## src/rtl/rob_wb_arbiter_pkg.sv

```systemverilog
// Shared definitions between the ROB, the execution units and the writeback arbiter.
package rob_wb_arbiter_pkg;

  localparam int unsigned Q_WIDTH = 4;

  typedef struct packed {
    logic [Q_WIDTH-1:0] pos;
    logic [31:0]        val;
    logic [31:0]        pc;
  } wb_payload_t;

endpackage

```

## src/rtl/rob_wb_arbiter_rr_picker.sv

```systemverilog
// Combinational round-robin picker: lowest set request strictly after last_i,
// found by masking a doubled copy of the request vector so the search wraps.
module rob_wb_arbiter_rr_picker #(
  parameter  int unsigned N  = 3,
  localparam int unsigned IW = $clog2(N)
) (
  input  logic [N-1:0]  req_i,
  input  logic [IW-1:0] last_i,
  output logic [N-1:0]  gnt_o,
  output logic [IW-1:0] idx_o
);

  localparam logic [2*N-1:0] ONE = {{(2*N-1){1'b0}}, 1'b1};

  logic [2*N-1:0] dbl_s;
  logic [2*N-1:0] lowmask_s;
  logic [2*N-1:0] masked_s;
  logic [2*N-1:0] first_s;

  always_comb begin
    dbl_s     = {req_i, req_i};
    // Two-step shift keeps last_i == N-1 from overflowing the IW-bit amount.
    lowmask_s = ((ONE << last_i) << 1) - ONE;
    masked_s  = dbl_s & ~lowmask_s;
    first_s   = masked_s & (~masked_s + ONE);
    gnt_o     = '0;
    idx_o     = '0;
    for (int i = 0; i < int'(N); i++) begin
      gnt_o[i] = first_s[i] | first_s[i+int'(N)];
      idx_o    = idx_o | ({IW{gnt_o[i]}} & IW'(i));
    end
  end

endmodule

```

## src/rtl/rob_wb_arbiter.sv

```systemverilog
// Shares the ROB execute-result write port between NUM_REQ functional units,
// each owning a one-entry holding register drained by a round-robin grant.
module rob_wb_arbiter #(
  parameter  int unsigned Q_WIDTH = rob_wb_arbiter_pkg::Q_WIDTH,
  parameter  int unsigned NUM_REQ = 3,
  localparam int unsigned IDX_W   = $clog2(NUM_REQ)
) (
  input  logic                       clk_in,
  input  logic                       rst_n_in,
  input  logic                       rdy_in,
  input  logic                       flush_in,
  input  logic [NUM_REQ-1:0]         req_valid,
  output logic [NUM_REQ-1:0]         req_ready,
  input  logic [NUM_REQ*Q_WIDTH-1:0] req_rob_pos,
  input  logic [NUM_REQ*32-1:0]      req_value,
  input  logic [NUM_REQ*32-1:0]      req_pc,
  output logic                       has_ex_result,
  output logic [Q_WIDTH-1:0]         target_ROB_pos,
  output logic [31:0]                V_ex,
  output logic [31:0]                pc_ex,
  output logic [IDX_W-1:0]           grant_id
);

  import rob_wb_arbiter_pkg::*;

  localparam logic [IDX_W-1:0] LAST_INIT = IDX_W'(NUM_REQ - 1);

  typedef struct packed {
    logic [Q_WIDTH-1:0] pos;
    logic [31:0]        val;
    logic [31:0]        pc;
  } slot_t;

  slot_t              slot_q [NUM_REQ];
  slot_t              slot_d [NUM_REQ];
  logic [NUM_REQ-1:0] hv_q, hv_d;
  logic [IDX_W-1:0]   last_q, last_d;

  logic               active_s;
  logic [NUM_REQ-1:0] pick_gnt_s, gnt_s, ready_s, xfer_s;
  logic [IDX_W-1:0]   pick_idx_s, sel_s;

  rob_wb_arbiter_rr_picker #(.N(NUM_REQ)) u_picker (
    .req_i  (hv_q),
    .last_i (last_q),
    .gnt_o  (pick_gnt_s),
    .idx_o  (pick_idx_s)
  );

  // A granted slot frees itself this cycle, so its owner may refill it at the same edge.
  always_comb begin
    active_s = rdy_in & ~flush_in;
    gnt_s    = active_s ? pick_gnt_s : '0;
    ready_s  = {NUM_REQ{active_s}} & (~hv_q | gnt_s);
    xfer_s   = req_valid & ready_s;
    sel_s    = (|gnt_s) ? pick_idx_s : '0;
  end

  assign req_ready      = ready_s;
  assign has_ex_result  = |gnt_s;
  assign target_ROB_pos = slot_q[sel_s].pos;
  assign V_ex           = slot_q[sel_s].val;
  assign pc_ex          = slot_q[sel_s].pc;
  assign grant_id       = sel_s;

  always_comb begin
    hv_d   = hv_q;
    last_d = last_q;
    slot_d = slot_q;
    if (rdy_in && flush_in) begin
      hv_d   = '0;
      last_d = LAST_INIT;
    end else if (rdy_in) begin
      hv_d   = (hv_q & ~gnt_s) | xfer_s;
      last_d = (|gnt_s) ? pick_idx_s : last_q;
      for (int i = 0; i < int'(NUM_REQ); i++) begin
        slot_d[i] = xfer_s[i] ? slot_t'{req_rob_pos[i*Q_WIDTH +: Q_WIDTH],
                                        req_value[i*32 +: 32],
                                        req_pc[i*32 +: 32]}
                              : slot_q[i];
      end
    end else begin
      hv_d   = hv_q;
      last_d = last_q;
    end
  end

  always_ff @(posedge clk_in or negedge rst_n_in) begin
    if (!rst_n_in) begin
      hv_q   <= '0;
      last_q <= LAST_INIT;
      for (int i = 0; i < int'(NUM_REQ); i++) begin
        slot_q[i] <= '0;
      end
    end else begin
      hv_q   <= hv_d;
      last_q <= last_d;
      for (int i = 0; i < int'(NUM_REQ); i++) begin
        slot_q[i] <= slot_d[i];
      end
    end
  end

endmodule

```

## config.mk

```make
export PLATFORM = sky130hd
export DESIGN_NAME = rob_wb_arbiter
export DESIGN_NICKNAME = d
export VERILOG_FILES = /design/src/rtl/rob_wb_arbiter_pkg.sv /design/src/rtl/rob_wb_arbiter_rr_picker.sv /design/src/rtl/rob_wb_arbiter.sv
export SDC_FILE = /design/constraint.sdc
export NUM_CORES = 1
export LEC_CHECK = 0
export ABC_AREA = 1
export BUFFER_PORTS_ARGS = -buffer_cell sky130_fd_sc_hd__buf_2
export CORE_MARGIN = 3
export CORE_UTILIZATION = 32
export DETAILED_ROUTE_END_ITERATION = 8
export GPL_ROUTABILITY_DRIVEN = 0
export MAX_ROUTING_LAYER = met4
export PLACE_DENSITY = 0.64
export SLEW_MARGIN = 20
export SYNTH_ARGS = -nofsm -noshare
export SYNTH_HDL_FRONTEND = slang
export SYNTH_HIERARCHICAL = 1
export SYNTH_SLANG_ARGS = --single-unit
```

## constraint.sdc

```tcl
create_clock -name clk_in -period 2.8 [get_ports clk_in]
set_input_delay 0.28 -clock clk_in [delete_from_list [all_inputs] [get_ports clk_in]]
set_output_delay 0.28 -clock clk_in [all_outputs]
set_load 0.02 [all_outputs]
```

==> metrics.cfg <==
[run_status]
outcome=finished with violations
violations=setup timing

[synth]
ys_seq_area_share_pct=50.2
ys_warn_count=6
synth_top_area_cell=dfrtp_1
yosysTopAreaCellShare_pct=50.0
syn_area_mm2=0.0104
syn-mean-instance-area_um2=7.20
synthDistinctLibCells=17
syn-num-nets=1659
ys_seq_elements=209
synth_cells=1448
yosys-top-cells-area=dfrtp_1, nand2_1, nand3_1, inv_1, clkbuf_1

[detailed_routing]
drt_pass1_iterations=5
wl_per_cell_um=18.2
drc_errors=0
drt_iter0_drc=850
viasPerCell=4.95
antenna_left=0
routed_wl_mm=42.0
num_vias=11400

[critical_path]
required_ns=2.52
worstSetupStartpoint=hv_q[1]
cp_max_fo=7
crit_type=reg2out
r2r_cells=9
reg2reg_slack_ns=0.42
worstSetupEndpointType=primary output
r2r_end=slot_q[31]
worstPathArrival_ns=2.58
cp-endpoint=V_ex[4]
start_kind=register
reg2reg_from=hv_q[1]

[sta]
clock.fmax_mhz=349
max-slew-margin-rel_pct=43.1
setup_ws_ns=-0.0619
rsz0062_at_grt=true
worst_pin_slew_ns=0.853
post-route-period-util_pct=102
skew_ns=0.00645
final-max-slew-violation-count=0
finalCriticalPeriod_ns=2.86
setup_tns_ns=-0.801
setup_viol=45
hold_viol_final=0

[clock_tree]
clock_latency_ns=0.52
clock-sinks=209
cts_tree=built
path_clk_slew_ns=0.06
cts_buffers=25
clockBufferDepth=3
root_buffer=clkbuf_16
htreeDepth=1

[power]
switchingPower_mw=3.82
power.total_mw=11.1
p_seq_share_pct=37.1
irDropWorstVdd_uv=451
internal_power_mw=7.25
clock_power_share_pct=29.3
switching_share_pct=34.5
power.leakage_nw=8.71
p_per_area_mw_per_mm2=692
combPwrFrac_pct=33.6

[hold_path]
min_path_type=in2reg

[final_layout]
drive_gt1_share_pct=28.7
post-route-cell-area_mm2=0.0160
final_common_cell=nand2_1
layout.nets=2057
mostFrequentLayoutCells=nand2_1, nand3_1, buf_2
syn2layout_area_growth_pct=53.5
nFillCells=3003

[floorplanning]
core.rowCount=65
start_util_pct=32.8
die_w_um=186
die-area_mm2=0.0348
die_y_um=186
core_mm2=0.0318
num_io_pins=285

[global_route]
grt_pass1_wl_mm=61.1
grtUsageTotal_pct=22.3
antenna_found_initial=4
grt_pass1_vias=11300
grt_max_degree=84
overflow=0

[flow_run]
cap_viol_max_count=0

[place]
dp_hpwl_mm=23.3
port-buffer-count=284
place_area_mm2=0.0124

## worst max-delay path, stage by stage (launching register included)
cell and delay (ns):
dfrtp_1 0.48, a21oi_1 0.22, nand2_2 0.10, nor2_4 0.14, nand3_2 0.11, nand3_4 0.15
buf_6 0.15, nand2_8 0.13, clkbuf_16 0.22, nand2_2 0.07, nand3_2 0.07, nand2_1 0.09
buf_6 0.12
## layer usage
layer	track usage, %	share of wire [%]	vias to the layer above
met5	-	0	-
met4	6.78	2.9	0
met3	2.91	7.3	90
met2	36.8	48	514
met1	28.8	42	5484
li1	-	-	5306
## registers in the layout, summed over array words and instances, names as in the netlist
signal  cells
slot_q    204
hv_q        3
last_q      2
## power groups by stage
stage	combinational (mW)	sequential, mW	clock [mW]
2_1_floorplan	1.77	4.04	0
3_3_place_gp	2.70	4.10	0
3_5_place_dp	2.73	4.14	0
4_1_cts	3.28	4.09	3.30
5_1_grt	4.07	4.18	3.42
6_report	3.72	4.11	3.24
## layout make-up
| cell class | instances | area [um^2] | area share [%] |
|---|---|---|---|
| timing repair buffer | 474 | 4070 | 25.4 |
| inverter | 144 | 541 | 3.38 |
| multi-input combinational | 992 | 4800 | 30.0 |
| tap | 435 | 544 | 3.40 |
| clock buffer | 33 | 666 | 4.16 |
| antenna | 6 | 15.0 | 0.0939 |
| sequential | 209 | 5230 | 32.7 |
| clock inverter | 10 | 128 | 0.798 |
## Yosys cell counts (all sizes together)
cell type	count
dfstp	1
nand4	1
inv	144
nor2	6
buf	35
o21ai	2
nand3	345
clkbuf	69
a21oi	8
dfrtp	208
nand2	629
## cells by family (layout without fill, tap and decap cells)
family	after synthesis	after routing	synth area share (%)
DFF	209	209	50.2
AOI/OAI and AO/OA	10	10	0.588
and+or+nand+nor	981	982	39.8
buffers and inverters	248	661	9.40
other	0	6	0
## repair_timing
action                                  in CTS  in global routing
setup buffers                               15                  4
endpoints found under the setup margin      71                 72
endpoints found under the hold margin      200                  0
gates cloned                                 5                 12
hold buffers                               124                  0
gates resized for setup                    133                182
pin swaps                                    4                 39
## through the flow
stage                     util [%]  setup WS, ns  instances  hold WS (ns)
after detailed placement      39.0        0.0566       2096         0.329
final                         50.3       -0.0619       2303        0.0101
after CTS                     47.5       -0.0766       2283      0.000165
after global routing          50.3        -0.165       2301       0.00470
after global placement        39.0         0.115       2096         0.339
after floorplan                  -         0.531       1448       -0.0156
## worst min path at each step
stage / start / end / slack [ns] / depth (start not counted)
after floorplan: rst_n_in / hv_q[0] / -0.02 / 0
after global placement: rst_n_in / slot_q[40] / 0.34 / 1
after detailed placement: rst_n_in / slot_q[40] / 0.33 / 1
after CTS: req_value[58] / slot_q[126] / 0.0002 / 3
after global routing: req_value[53] / slot_q[121] / 0.005 / 3
final: req_value[20] / slot_q[188] / 0.01 / 3
Note: power is estimated with default switching activity, not from simulation.
